[src/rtl/dbus_wbuf_bridge_pkg.sv]
// Shared types for the data-bus write-buffer bridge: FSM encodings, AXI constants and the
// write-buffer entry layout.
package dbus_wbuf_bridge_pkg;

    localparam int unsigned WB_ADDR_W = 32;
    localparam int unsigned WB_DATA_W = 32;

    localparam logic [1:0] AXI_BURST_INCR = 2'b01;
    localparam logic [3:0] AXI_LEN_SINGLE = 4'd0;

    typedef enum logic [1:0] {
        WIdle,
        WSend,
        WResp
    } wstate_e;

    typedef enum logic [2:0] {
        RIdle,
        RDrain,
        RAr,
        RR,
        RDone
    } rstate_e;

    typedef struct packed {
        logic [WB_ADDR_W-1:0] addr;
        logic [WB_DATA_W-1:0] data;
        logic [3:0]           strb;
        logic [1:0]           size;
    } wbuf_entry_t;

    function automatic logic [2:0] axi_size(input logic [1:0] size);
        return {1'b0, size};
    endfunction

endpackage

[src/rtl/dbus_wbuf_bridge_if.sv]
// AXI3 master/slave channel bundle used between the bridge and the interconnect.
interface dbus_wbuf_bridge_if #(
    parameter int unsigned ADDR_W = 32,
    parameter int unsigned DATA_W = 32
);
    logic [3:0]        arid;
    logic [ADDR_W-1:0] araddr;
    logic [3:0]        arlen;
    logic [2:0]        arsize;
    logic [1:0]        arburst;
    logic [1:0]        arlock;
    logic [3:0]        arcache;
    logic [2:0]        arprot;
    logic              arvalid;
    logic              arready;

    logic [3:0]        rid;
    logic [DATA_W-1:0] axi_rdata;
    logic [1:0]        rresp;
    logic              rlast;
    logic              rvalid;
    logic              rready;

    logic [3:0]        awid;
    logic [ADDR_W-1:0] awaddr;
    logic [3:0]        awlen;
    logic [2:0]        awsize;
    logic [1:0]        awburst;
    logic [1:0]        awlock;
    logic [3:0]        awcache;
    logic [2:0]        awprot;
    logic              awvalid;
    logic              awready;

    logic [3:0]        wid;
    logic [DATA_W-1:0] wdata;
    logic [3:0]        wstrb;
    logic              wlast;
    logic              wvalid;
    logic              wready;

    logic [3:0]        bid;
    logic [1:0]        bresp;
    logic              bvalid;
    logic              bready;

    modport master (
        output arid, araddr, arlen, arsize, arburst, arlock, arcache, arprot, arvalid,
        input  arready,
        input  rid, axi_rdata, rresp, rlast, rvalid,
        output rready,
        output awid, awaddr, awlen, awsize, awburst, awlock, awcache, awprot, awvalid,
        input  awready,
        output wid, wdata, wstrb, wlast, wvalid,
        input  wready,
        input  bid, bresp, bvalid,
        output bready
    );

    modport slave (
        input  arid, araddr, arlen, arsize, arburst, arlock, arcache, arprot, arvalid,
        output arready,
        output rid, axi_rdata, rresp, rlast, rvalid,
        input  rready,
        input  awid, awaddr, awlen, awsize, awburst, awlock, awcache, awprot, awvalid,
        output awready,
        input  wid, wdata, wstrb, wlast, wvalid,
        output wready,
        output bid, bresp, bvalid,
        input  bready
    );

endinterface

[src/rtl/dbus_wbuf_fifo.sv]
// Synchronous FIFO for posted writes; DEPTH must be a power of two so pointers wrap naturally.
module dbus_wbuf_fifo
    import dbus_wbuf_bridge_pkg::*;
#(
    parameter int unsigned DEPTH   = 4,
    parameter type         entry_t = wbuf_entry_t
) (
    input  logic                     aclk,
    input  logic                     aresetn,
    input  logic                     push,
    input  entry_t                   push_data,
    input  logic                     pop,
    output entry_t                   head,
    output logic                     full,
    output logic                     empty,
    output logic [$clog2(DEPTH):0]   count
);

    localparam int unsigned PTR_W = $clog2(DEPTH);
    localparam int unsigned CNT_W = PTR_W + 1;

    entry_t           mem_q [DEPTH];
    logic [PTR_W-1:0] wr_ptr_q;
    logic [PTR_W-1:0] rd_ptr_q;
    logic [CNT_W-1:0] count_q;
    logic             push_ok;
    logic             pop_ok;

    // Full is taken from the registered count, so a pop never frees a slot in the same cycle.
    assign full    = count_q[PTR_W];
    assign empty   = (count_q == '0);
    assign count   = count_q;
    assign head    = mem_q[rd_ptr_q];
    assign push_ok = push & ~full;
    assign pop_ok  = pop & ~empty;

    always_ff @(posedge aclk or negedge aresetn) begin
        if (!aresetn) begin
            wr_ptr_q <= '0;
            rd_ptr_q <= '0;
            count_q  <= '0;
        end else begin
            if (push_ok) wr_ptr_q <= wr_ptr_q + PTR_W'(1);
            if (pop_ok)  rd_ptr_q <= rd_ptr_q + PTR_W'(1);
            unique case ({push_ok, pop_ok})
                2'b10:   count_q <= count_q + CNT_W'(1);
                2'b01:   count_q <= count_q - CNT_W'(1);
                default: ;
            endcase
        end
    end

    always_ff @(posedge aclk) begin
        if (push_ok) mem_q[wr_ptr_q] <= push_data;
    end

endmodule

[src/rtl/dbus_wbuf_bridge.sv]
// Uncached AXI3 data-bus bridge: posted stores drain one at a time through a write buffer,
// loads wait behind every buffered or in-flight store and stall the pipeline until done.
module dbus_wbuf_bridge
    import dbus_wbuf_bridge_pkg::*;
#(
    parameter int unsigned ADDR_W     = WB_ADDR_W,
    parameter int unsigned DATA_W     = WB_DATA_W,
    parameter int unsigned WBUF_DEPTH = 4,
    parameter logic [3:0]  AXI_ID     = 4'd0
) (
    input  logic                aclk,
    input  logic                aresetn,
    input  logic                req_en,
    input  logic [3:0]          req_wen,
    input  logic [ADDR_W-1:0]   req_addr,
    input  logic [DATA_W-1:0]   req_wdata,
    input  logic [1:0]          req_size,
    output logic [DATA_W-1:0]   rdata,
    output logic                stall,
    output logic                err,
    dbus_wbuf_bridge_if.master  axi
);

    localparam int unsigned CNT_W = $clog2(WBUF_DEPTH) + 1;

    wstate_e           w_q, w_d;
    rstate_e           r_q, r_d;
    logic              aw_pend_q, aw_pend_d;
    logic              w_pend_q, w_pend_d;
    logic [DATA_W-1:0] rdata_q, rdata_d;
    wbuf_entry_t       push_entry;
    wbuf_entry_t       head;
    logic              is_write;
    logic              push;
    logic              pop;
    logic              full;
    logic              empty;
    logic              writes_idle;
    logic              r_err;
    logic              b_err;
    logic [CNT_W-1:0]  wbuf_count;
    logic              unused_axi;

    assign is_write    = |req_wen;
    assign push        = req_en & is_write & ~full;
    assign writes_idle = empty & (w_q == WIdle);
    assign unused_axi  = ^{axi.rid, axi.bid, wbuf_count};

    always_comb begin
        push_entry.addr = WB_ADDR_W'(req_addr);
        push_entry.data = WB_DATA_W'(req_wdata);
        push_entry.strb = req_wen;
        push_entry.size = req_size;
    end

    dbus_wbuf_fifo #(
        .DEPTH   (WBUF_DEPTH),
        .entry_t (wbuf_entry_t)
    ) u_fifo (
        .aclk      (aclk),
        .aresetn   (aresetn),
        .push      (push),
        .push_data (push_entry),
        .pop       (pop),
        .head      (head),
        .full      (full),
        .empty     (empty),
        .count     (wbuf_count)
    );

    // AW and W retire independently; the entry is popped only once B comes back.
    always_comb begin
        w_d       = w_q;
        aw_pend_d = aw_pend_q;
        w_pend_d  = w_pend_q;
        pop       = 1'b0;
        b_err     = 1'b0;
        unique case (w_q)
            WIdle: begin
                if (!empty) begin
                    w_d       = WSend;
                    aw_pend_d = 1'b1;
                    w_pend_d  = 1'b1;
                end
            end
            WSend: begin
                if (axi.awready) aw_pend_d = 1'b0;
                if (axi.wready)  w_pend_d  = 1'b0;
                if (!aw_pend_d && !w_pend_d) w_d = WResp;
            end
            WResp: begin
                if (axi.bvalid) begin
                    pop   = 1'b1;
                    b_err = |axi.bresp;
                    w_d   = WIdle;
                end
            end
            default: w_d = WIdle;
        endcase
    end

    always_comb begin
        r_d     = r_q;
        rdata_d = rdata_q;
        r_err   = 1'b0;
        unique case (r_q)
            RIdle: begin
                if (req_en && !is_write) r_d = writes_idle ? RAr : RDrain;
            end
            RDrain: begin
                if (writes_idle) r_d = RAr;
            end
            RAr: begin
                if (axi.arready) r_d = RR;
            end
            RR: begin
                if (axi.rvalid && axi.rlast) begin
                    rdata_d = axi.axi_rdata;
                    r_err   = |axi.rresp;
                    r_d     = RDone;
                end
            end
            RDone:   r_d = RIdle;
            default: r_d = RIdle;
        endcase
    end

    always_ff @(posedge aclk or negedge aresetn) begin
        if (!aresetn) begin
            w_q       <= WIdle;
            r_q       <= RIdle;
            aw_pend_q <= 1'b0;
            w_pend_q  <= 1'b0;
            rdata_q   <= '0;
        end else begin
            w_q       <= w_d;
            r_q       <= r_d;
            aw_pend_q <= aw_pend_d;
            w_pend_q  <= w_pend_d;
            rdata_q   <= rdata_d;
        end
    end

    // AR address/size come straight from the held request, which is stable while stalled.
    assign axi.arid    = AXI_ID;
    assign axi.araddr  = req_addr;
    assign axi.arlen   = AXI_LEN_SINGLE;
    assign axi.arsize  = axi_size(req_size);
    assign axi.arburst = AXI_BURST_INCR;
    assign axi.arlock  = 2'b00;
    assign axi.arcache = 4'b0000;
    assign axi.arprot  = 3'b000;
    assign axi.arvalid = (r_q == RAr);
    assign axi.rready  = 1'b1;

    assign axi.awid    = AXI_ID;
    assign axi.awaddr  = ADDR_W'(head.addr);
    assign axi.awlen   = AXI_LEN_SINGLE;
    assign axi.awsize  = axi_size(head.size);
    assign axi.awburst = AXI_BURST_INCR;
    assign axi.awlock  = 2'b00;
    assign axi.awcache = 4'b0000;
    assign axi.awprot  = 3'b000;
    assign axi.awvalid = aw_pend_q;

    assign axi.wid     = AXI_ID;
    assign axi.wdata   = DATA_W'(head.data);
    assign axi.wstrb   = head.strb;
    assign axi.wlast   = 1'b1;
    assign axi.wvalid  = w_pend_q;
    assign axi.bready  = 1'b1;

    assign rdata = rdata_q;
    assign err   = r_err | b_err;
    assign stall = req_en & ((is_write & full) | (~is_write & (r_q != RDone)));

endmodule

[src/flat_wrapper.sv]
// flat-port wrapper written by rule: the top's interface ports become plain ports
module dbus_wbuf_bridge_flat import dbus_wbuf_bridge_pkg::*;
#(
    parameter int unsigned ADDR_W     = WB_ADDR_W,
    parameter int unsigned DATA_W     = WB_DATA_W,
    parameter int unsigned WBUF_DEPTH = 4,
    parameter logic [3:0]  AXI_ID     = 4'd0
)
  (aclk, aresetn, req_en, req_wen, req_addr, req_wdata, req_size, rdata, stall, err, axi_arid, axi_araddr, axi_arlen, axi_arsize, axi_arburst, axi_arlock, axi_arcache, axi_arprot, axi_arvalid, axi_arready, axi_rid, axi_axi_rdata, axi_rresp, axi_rlast, axi_rvalid, axi_rready, axi_awid, axi_awaddr, axi_awlen, axi_awsize, axi_awburst, axi_awlock, axi_awcache, axi_awprot, axi_awvalid, axi_awready, axi_wid, axi_wdata, axi_wstrb, axi_wlast, axi_wvalid, axi_wready, axi_bid, axi_bresp, axi_bvalid, axi_bready);
  dbus_wbuf_bridge_if #(.ADDR_W(ADDR_W), .DATA_W(DATA_W)) axi_i ();
  input  logic aclk;
  input  logic aresetn;
  input  logic req_en;
  input  logic [3:0] req_wen;
  input  logic [ADDR_W-1:0] req_addr;
  input  logic [DATA_W-1:0] req_wdata;
  input  logic [1:0] req_size;
  output logic [DATA_W-1:0] rdata;
  output logic stall;
  output logic err;
  output wire logic [$bits(axi_i.arid)-1:0] axi_arid;
  output wire logic [$bits(axi_i.araddr)-1:0] axi_araddr;
  output wire logic [$bits(axi_i.arlen)-1:0] axi_arlen;
  output wire logic [$bits(axi_i.arsize)-1:0] axi_arsize;
  output wire logic [$bits(axi_i.arburst)-1:0] axi_arburst;
  output wire logic [$bits(axi_i.arlock)-1:0] axi_arlock;
  output wire logic [$bits(axi_i.arcache)-1:0] axi_arcache;
  output wire logic [$bits(axi_i.arprot)-1:0] axi_arprot;
  output wire logic [$bits(axi_i.arvalid)-1:0] axi_arvalid;
  input wire logic [$bits(axi_i.arready)-1:0] axi_arready;
  input wire logic [$bits(axi_i.rid)-1:0] axi_rid;
  input wire logic [$bits(axi_i.axi_rdata)-1:0] axi_axi_rdata;
  input wire logic [$bits(axi_i.rresp)-1:0] axi_rresp;
  input wire logic [$bits(axi_i.rlast)-1:0] axi_rlast;
  input wire logic [$bits(axi_i.rvalid)-1:0] axi_rvalid;
  output wire logic [$bits(axi_i.rready)-1:0] axi_rready;
  output wire logic [$bits(axi_i.awid)-1:0] axi_awid;
  output wire logic [$bits(axi_i.awaddr)-1:0] axi_awaddr;
  output wire logic [$bits(axi_i.awlen)-1:0] axi_awlen;
  output wire logic [$bits(axi_i.awsize)-1:0] axi_awsize;
  output wire logic [$bits(axi_i.awburst)-1:0] axi_awburst;
  output wire logic [$bits(axi_i.awlock)-1:0] axi_awlock;
  output wire logic [$bits(axi_i.awcache)-1:0] axi_awcache;
  output wire logic [$bits(axi_i.awprot)-1:0] axi_awprot;
  output wire logic [$bits(axi_i.awvalid)-1:0] axi_awvalid;
  input wire logic [$bits(axi_i.awready)-1:0] axi_awready;
  output wire logic [$bits(axi_i.wid)-1:0] axi_wid;
  output wire logic [$bits(axi_i.wdata)-1:0] axi_wdata;
  output wire logic [$bits(axi_i.wstrb)-1:0] axi_wstrb;
  output wire logic [$bits(axi_i.wlast)-1:0] axi_wlast;
  output wire logic [$bits(axi_i.wvalid)-1:0] axi_wvalid;
  input wire logic [$bits(axi_i.wready)-1:0] axi_wready;
  input wire logic [$bits(axi_i.bid)-1:0] axi_bid;
  input wire logic [$bits(axi_i.bresp)-1:0] axi_bresp;
  input wire logic [$bits(axi_i.bvalid)-1:0] axi_bvalid;
  output wire logic [$bits(axi_i.bready)-1:0] axi_bready;
  assign axi_arid = axi_i.arid;
  assign axi_araddr = axi_i.araddr;
  assign axi_arlen = axi_i.arlen;
  assign axi_arsize = axi_i.arsize;
  assign axi_arburst = axi_i.arburst;
  assign axi_arlock = axi_i.arlock;
  assign axi_arcache = axi_i.arcache;
  assign axi_arprot = axi_i.arprot;
  assign axi_arvalid = axi_i.arvalid;
  assign axi_i.arready = axi_arready;
  assign axi_i.rid = axi_rid;
  assign axi_i.axi_rdata = axi_axi_rdata;
  assign axi_i.rresp = axi_rresp;
  assign axi_i.rlast = axi_rlast;
  assign axi_i.rvalid = axi_rvalid;
  assign axi_rready = axi_i.rready;
  assign axi_awid = axi_i.awid;
  assign axi_awaddr = axi_i.awaddr;
  assign axi_awlen = axi_i.awlen;
  assign axi_awsize = axi_i.awsize;
  assign axi_awburst = axi_i.awburst;
  assign axi_awlock = axi_i.awlock;
  assign axi_awcache = axi_i.awcache;
  assign axi_awprot = axi_i.awprot;
  assign axi_awvalid = axi_i.awvalid;
  assign axi_i.awready = axi_awready;
  assign axi_wid = axi_i.wid;
  assign axi_wdata = axi_i.wdata;
  assign axi_wstrb = axi_i.wstrb;
  assign axi_wlast = axi_i.wlast;
  assign axi_wvalid = axi_i.wvalid;
  assign axi_i.wready = axi_wready;
  assign axi_i.bid = axi_bid;
  assign axi_i.bresp = axi_bresp;
  assign axi_i.bvalid = axi_bvalid;
  assign axi_bready = axi_i.bready;
  dbus_wbuf_bridge #(.ADDR_W(ADDR_W), .DATA_W(DATA_W), .WBUF_DEPTH(WBUF_DEPTH), .AXI_ID(AXI_ID)) u_core (.aclk(aclk), .aresetn(aresetn), .req_en(req_en), .req_wen(req_wen), .req_addr(req_addr), .req_wdata(req_wdata), .req_size(req_size), .rdata(rdata), .stall(stall), .err(err), .axi(axi_i));
endmodule
[config.mk]
export PLATFORM = sky130hd
export DESIGN_NAME = dbus_wbuf_bridge_flat
export DESIGN_NICKNAME = d
export VERILOG_FILES = /design/src/rtl/dbus_wbuf_bridge_pkg.sv /design/src/rtl/dbus_wbuf_bridge_if.sv /design/src/rtl/dbus_wbuf_fifo.sv /design/src/rtl/dbus_wbuf_bridge.sv /design/src/flat_wrapper.sv
export SDC_FILE = /design/constraint.sdc
export NUM_CORES = 1
export LEC_CHECK = 0
export ABC_AREA = 0
export ABC_CLOCK_PERIOD_IN_PS = 5950
export CAP_MARGIN = 20
export CORE_ASPECT_RATIO = 2
export CORE_MARGIN = 8
export CORE_UTILIZATION = 54
export DETAILED_ROUTE_END_ITERATION = 7
export PLACE_DENSITY = 0.89
export SYNTH_ARGS = -nofsm -noshare
export SYNTH_HDL_FRONTEND = slang
export SYNTH_HIERARCHICAL = 1
export SYNTH_SLANG_ARGS = --single-unit
[constraint.sdc]
create_clock -name aclk -period 5.95 [get_ports aclk]
set_clock_uncertainty 0.1 [all_clocks]
set_input_delay 0.595 -clock aclk [delete_from_list [all_inputs] [get_ports aclk]]
set_output_delay 0.595 -clock aclk [all_outputs]
set_load 0.02 [all_outputs]
==> impl_metrics.py, run 1 <==
metrics = {
    "clock_tree": {
        "clock_latency_ps": 550,
        "postCtsSetupBuffers": 0,
        "holdBufCountCts": 0,
        "htreeDepth": 1,
        "path_clk_slew_ps": 70,
        "cts_buffer_depth": 3,
        "cts_buffers": 28,
        "clock-sinks": 326,
        "cts-resized-gates": 0,
        "clock-root-buffer": "clkbuf_16",
        "tritoncts": "built",
    },
    "drt": {
        "drtIter0Drc": 336,
        "vias_per_cell": 5.37,
        "highest_layer": "met4",
        "route.met3.wl_mm": 1.72,
        "wl_met1_mm": 8.99,
        "met2_wirelength_mm": 14.6,
        "wire_per_inst_um": 22.8,
        "ant_nets": 0,
        "vias": 6127,
        "drt_first_pass_iters": 4,
        "drcViolationCount": 0,
        "drt-total-wl_mm": 26.1,
    },
    "floorplan": {
        "fp.dieH_um": 235,
        "die_area_sq_mm": 0.0295,
        "die_w_um": 126,
        "rows": 80,
        "start_util_pct": 54.7,
        "design.core.area_sq_mm": 0.0237,
        "io_pins": 311,
    },
    "synth": {
        "yosysWarnings": 6,
        "synthCells": 599,
        "syn_area_sq_mm": 0.0130,
        "syn_area_per_cell_sq_um": 21.6,
    },
    "worst_setup_path": {
        "arrival_ps": 3100,
        "cpMaxStageDelayCell": "dfrtp_4",
        "cpPeakStageDelay_ps": 810,
        "critPathCaptureType": "primary output",
        "cp_cell_sequence": "buf_4 -> mux4_2 -> clkdlybuf4s50_1",
        "startpoint_type": "flop",
        "crit_required_ps": 5260,
        "worstPathMaxFanout": 30,
        "path_class": "reg -> out",
    },
    "placed_design": {
        "place_congestion": 0.733,
        "placed_cells": 1088,
        "dp_hpwl_mm": 17.0,
        "io_buffers": 255,
        "post_dp_cell_area_sq_mm": 0.0152,
    },
    "timing": {
        "slew_headroom_pct": 25.8,
        "max_freq_mhz": 264,
        "tightest_slew_ps": 1110,
        "fin_crit_ps": 3790,
        "rsz0062_at_grt": "no",
        "period_share_pct": 63.7,
        "drv_slew": 0,
        "final-setup-viol-count": 0,
        "timing.setup.tns_ps": 0,
        "hold_ws_ps": 32.3,
        "hold_viol": 0,
    },
    "finish": {
        "layout_common_cells": "280 x edfxtp_1, 254 x clkdlybuf4s50_1, 68 x mux4_2",
        "final_nets": 961,
        "final-instance-count-excl-fill": 1142,
        "synthToLayoutAreaGrowth_pct": 25.3,
        "post_route_cells_drive_above_1_share_pct": 19.4,
        "final_cell_area_sq_mm": 0.0162,
        "final_common_cell": "edfxtp_1",
    },
    "pwr": {
        "vdd_ir_drop_max_v": 0.000302,
        "p_per_area_mw_per_mm2": 443,
        "p_sw_uw": 2140,
        "pwr-share-seq_pct": 42.2,
        "leakage_uw": 0.00567,
        "p_int_uw": 5060,
        "clock_power_share_pct": 26.6,
        "pwr-share-comb_pct": 31.2,
        "p_sw_share_pct": 29.8,
        "total_power_uw": 7200,
    },
    "global_route": {
        "grt_antenna_before_repair": 1,
        "grt_pass1_wl_mm": 40.0,
        "grt_pass1_vias": 7057,
        "grt.overflow.total": 0,
        "grt_max_degree": 72,
        "track_usage_pct": 17.6,
    },
    "outcome": {
        "outcome": "completed",
    },
    "run": {
        "maxCapViolCount": 0,
    },
    "min_path": {
        "hp-class": "in -> async",
    },
}
[metrics by stage]
stage	utilization (%)	setup WS, ps
finish	68.5	2160
detailed placement	64.2	2500
global route	68.5	1970
floorplan	-	2590
global placement	64.2	2560
CTS	68.4	2020
[path summary, 6_finish.rpt]
| kind | depth (start not counted) | end | start | slack [ps] |
|---|---|---|---|---|
| setup / recovery | 3 | axi_awaddr[29] | u_core/u_fifo/rd_ptr_q[0]$_DFFE_PN0P_ | 2160 |
| hold / removal | 2 | u_core/rdata[30]$_DFFE_PN0P_ | aresetn | 30 |
| setup reg to reg | 3 | u_core/u_fifo/mem_q[2][55]$_DFFE_PP_ | u_core/u_fifo/count[2]$_DFFE_PN0P_ | 3320 |
| hold reg to reg | 1 | u_core/rdata[3]$_DFFE_PN0P_ | u_core/rdata[3]$_DFFE_PN0P_ | 410 |
| max in group asynchronous | 2 | u_core/u_fifo/rd_ptr_q[0]$_DFFE_PN0P_ | aresetn | 5260 |
| min in group aclk | 1 | u_core/rdata[3]$_DFFE_PN0P_ | u_core/rdata[3]$_DFFE_PN0P_ | 410 |
[critical path, delay by kind of cell (launching register included)]
family   cells  cell delay, ps
buf+inv      2            1120
mux          1             580
flops        1             810
[registers in the layout, indices dropped and copies added (netlist names)]
signal,cells
u_core/u_fifo/rd_ptr_q,2
u_core/axi.wvalid,1
u_core/r_q,3
u_core/u_fifo/count,3
u_core/w_q,2
u_core/u_fifo/mem_q,280
u_core/u_fifo/wr_ptr_q,2
u_core/axi.awvalid,1
u_core/rdata,32
[layout make-up]
type | instances | area [sq um]
Sequential cell | 326 | 9570
Inverter | 10 | 37.5
Antenna cell | 1 | 2.50
Multi-Input combinational cell | 207 | 2690
Timing Repair Buffer | 259 | 2600
Tap cell | 287 | 359
Clock buffer | 36 | 806
Clock inverter | 16 | 194
Fill cell | 1455 | 7470
[layer usage]
metal	track usage, %	vias to the layer above
li1	-	2713
met1	17.7	3131
met2	32.9	239
met3	4.72	44
met4	7.99	0
met5	0	-
[power by group through the flow]
stage | Sequential, uW | Clock, uW | Combinational (uW)
after floorplan | 2980 | 0 | 1520
after global placement | 3080 | 0 | 2250
after detailed placement | 3100 | 0 | 2270
after CTS | 3050 | 1960 | 2290
after global routing | 3080 | 2030 | 2370
final | 3040 | 1910 | 2250
Note: power is estimated with default switching activity, not from simulation.
==> run 2, diff against run 1 <==
--- a/config.mk
+++ b/config.mk
@@ -6,13 +6,13 @@
 export NUM_CORES = 1
 export LEC_CHECK = 0
 export ABC_AREA = 0
-export ABC_CLOCK_PERIOD_IN_PS = 5950
+export ABC_CLOCK_PERIOD_IN_PS = 3430
 export CAP_MARGIN = 20
 export CORE_ASPECT_RATIO = 2
 export CORE_MARGIN = 8
-export CORE_UTILIZATION = 54
+export CORE_UTILIZATION = 45
 export DETAILED_ROUTE_END_ITERATION = 7
-export PLACE_DENSITY = 0.89
+export PLACE_DENSITY = 0.79
 export SYNTH_ARGS = -nofsm -noshare
 export SYNTH_HDL_FRONTEND = slang
 export SYNTH_HIERARCHICAL = 1
==> constraint.sdc (replaced) <==
create_clock -name aclk -period 3.43 [get_ports aclk]
set_clock_uncertainty 0.1 [all_clocks]
set_input_delay 0.343 -clock aclk [delete_from_list [all_inputs] [get_ports aclk]]
set_output_delay 0.343 -clock aclk [all_outputs]
set_load 0.02 [all_outputs]
==> run 2 against run 1 <==
  * Flip-flop and latch count did not move
  * Total power rose by 73%
  * Utilization fell by 11 points
  * Via count rose by 1.8%
  * Critical path type unchanged
  * Final cell count rose by 6.9%
  * Combinational power rose by 84%
  * Routed wire length rose by 0.22%
  * First-iteration DRC count fell by 5.7%
  * Register-to-register slack got worse by 2300 ps
  * Worst setup slack got worse by 1900 ps
  * Clock-buffer cell count fell by 5
==> impl_metrics.py, run 2 (same netlist as run 1, synthesis figures left out) <==
metrics = {
    "clock_tree": {
        "htreeDepth": 1,
        "cts-resized-gates": 0,
        "postCtsSetupBuffers": 0,
        "path_clk_slew_ps": 70,
        "tritoncts": "built",
        "clock_latency_ps": 540,
        "cts_buffer_depth": 3,
        "cts_buffers": 27,
        "clock-root-buffer": "clkbuf_16",
        "holdBufCountCts": 1,
        "clock-sinks": 326,
    },
    "placed_design": {
        "dp_hpwl_mm": 18.1,
        "io_buffers": 255,
        "place_congestion": 0.736,
    },
    "worst_setup_path": {
        "cpMaxStageDelayCell": "dfrtp_4",
        "critPathCaptureType": "primary output",
        "startpoint_type": "flop",
        "cpPeakStageDelay_ps": 720,
        "critPathTopFamily": "buffers and inverters",
        "arrival_ps": 2690,
        "cp_cell_sequence": "buf_12 -> mux4_1 -> clkdlybuf4s50_1",
        "cp_num_buf_inv": 2,
        "critPathLaunch": "u_core/u_fifo/rd_ptr_q[0]$_DFFE_PN0P_",
        "path_class": "reg -> out",
        "worstPathMaxFanout": 22,
        "crit_required_ps": 2990,
        "r2r-start": "u_core/u_fifo/count[2]$_DFFE_PN0P_",
    },
    "outcome": {
        "outcome": "completed",
    },
    "finish": {
        "final_nets": 970,
        "antenna_cells": 0,
        "final_common_cell": "edfxtp_1",
        "synthToLayoutAreaGrowth_pct": 27.1,
        "largest_register_ffs": 280,
        "layout_common_cells": "280 x edfxtp_1, 254 x clkdlybuf4s50_1, 68 x mux4_2",
        "top_register": "u_core/u_fifo/mem_q",
        "post_route_cells_drive_above_1_share_pct": 19.7,
    },
    "timing": {
        "rsz0062_at_grt": "no",
        "max_freq_mhz": 319,
        "slew_headroom_pct": 50.4,
        "tightest_slew_ps": 744,
        "timing.setup.tns_ps": 0,
        "hold_ws_ps": 87.5,
        "fin_crit_ps": 3130,
        "period_share_pct": 91.3,
        "hold_viol": 0,
        "drv_slew": 0,
        "final-setup-viol-count": 0,
    },
    "global_route": {
        "track_usage_pct": 14.9,
        "grt_pass1_wl_mm": 40.2,
        "grt_antenna_before_repair": 1,
        "grt_max_degree": 49,
        "grt.overflow.total": 0,
        "grt_pass1_vias": 6971,
    },
    "pwr": {
        "p_per_area_mw_per_mm2": 758,
        "leakage_uw": 0.00571,
        "total_power_uw": 12500,
        "vdd_ir_drop_max_v": 0.000479,
    },
    "floorplan": {
        "die_w_um": 136,
        "die_area_sq_mm": 0.0348,
        "start_util_pct": 45.3,
        "design.core.area_sq_mm": 0.0286,
        "rows": 88,
        "fp.dieH_um": 256,
        "io_pins": 311,
    },
    "drt": {
        "vias": 6239,
        "drtIter0Drc": 317,
        "drcViolationCount": 0,
        "vias_per_cell": 5.11,
        "drt-total-wl_mm": 26.1,
        "drt_first_pass_iters": 4,
        "wire_per_inst_um": 21.4,
        "ant_nets": 0,
    },
    "min_path": {
        "hp-class": "in -> async",
    },
    "run": {
        "maxCapViolCount": 0,
    },
}
-- run 2: cell types whose count changed in the layout (fill, tap and decap cells not counted), sizes merged --
cell	previous run	this run
buf	5	14
clkbuf	36	31
clkinvlp	1	4
clkinv	7	5
bufinv	3	4
diode	1	0
dlygate4sd3	0	1
-- run 2: path summary, 6_finish.rpt --
check | cells after the start | endpoint | slack (ps)
worst min register to register | 1 | u_core/rdata[27]$_DFFE_PN0P_ | 420
min in group aclk | 2 | u_core/r_q[0]$_DFFE_PN0P_ | 270
max in group asynchronous | 3 | u_core/u_fifo/rd_ptr_q[0]$_DFFE_PN0P_ | 2650
worst min-delay path | 2 | u_core/rdata[0]$_DFFE_PN0P_ | 90
worst max register to register | 9 | u_core/u_fifo/count[2]$_DFFE_PN0P_ | 1070
worst max-delay path | 3 | axi_awaddr[31] | 300
-- run 2: layer usage --
layer | part of all wire, % | global-route usage, %
met1 | 38 | 18.1
met2 | 49 | 24.6
met3 | 10 | 4.93
met4 | 1.8 | 4.27
met5 | 0.050 | 0
-- run 2: layout make-up --
cell class	instances	area [sq um]
clock buffers	31	711
repair buffers	269	2790
multi-input cells	207	2690
inverters	10	37.5
flip-flops and latches	326	9570
fillers	2120	12200
clock inverters	18	233
well taps	360	450
-- run 2: power breakdown --
group          internal (uW)  total (uW)  switching, uW  leakage [uW]
Sequential              4800        5130            336       0.00314
Combinational           2140        4130           1990       0.00212
Clock                   1820        3230           1410      0.000450
Total                   8760       12500           3730       0.00571
-- run 2: per-stage QoR --
step / cell area [sq um] / std cells / util (%) / setup slack [ps]
after floorplan: 13100 / 644 / - / 268
final: 16500 / 1221 / 57.6 / 300
after CTS: 16500 / 1220 / 57.5 / 196
after detailed placement: 15500 / 1170 / 54.2 / 379
after global placement: 15500 / 1170 / 54.2 / 497
after global routing: 16500 / 1221 / 57.6 / 131
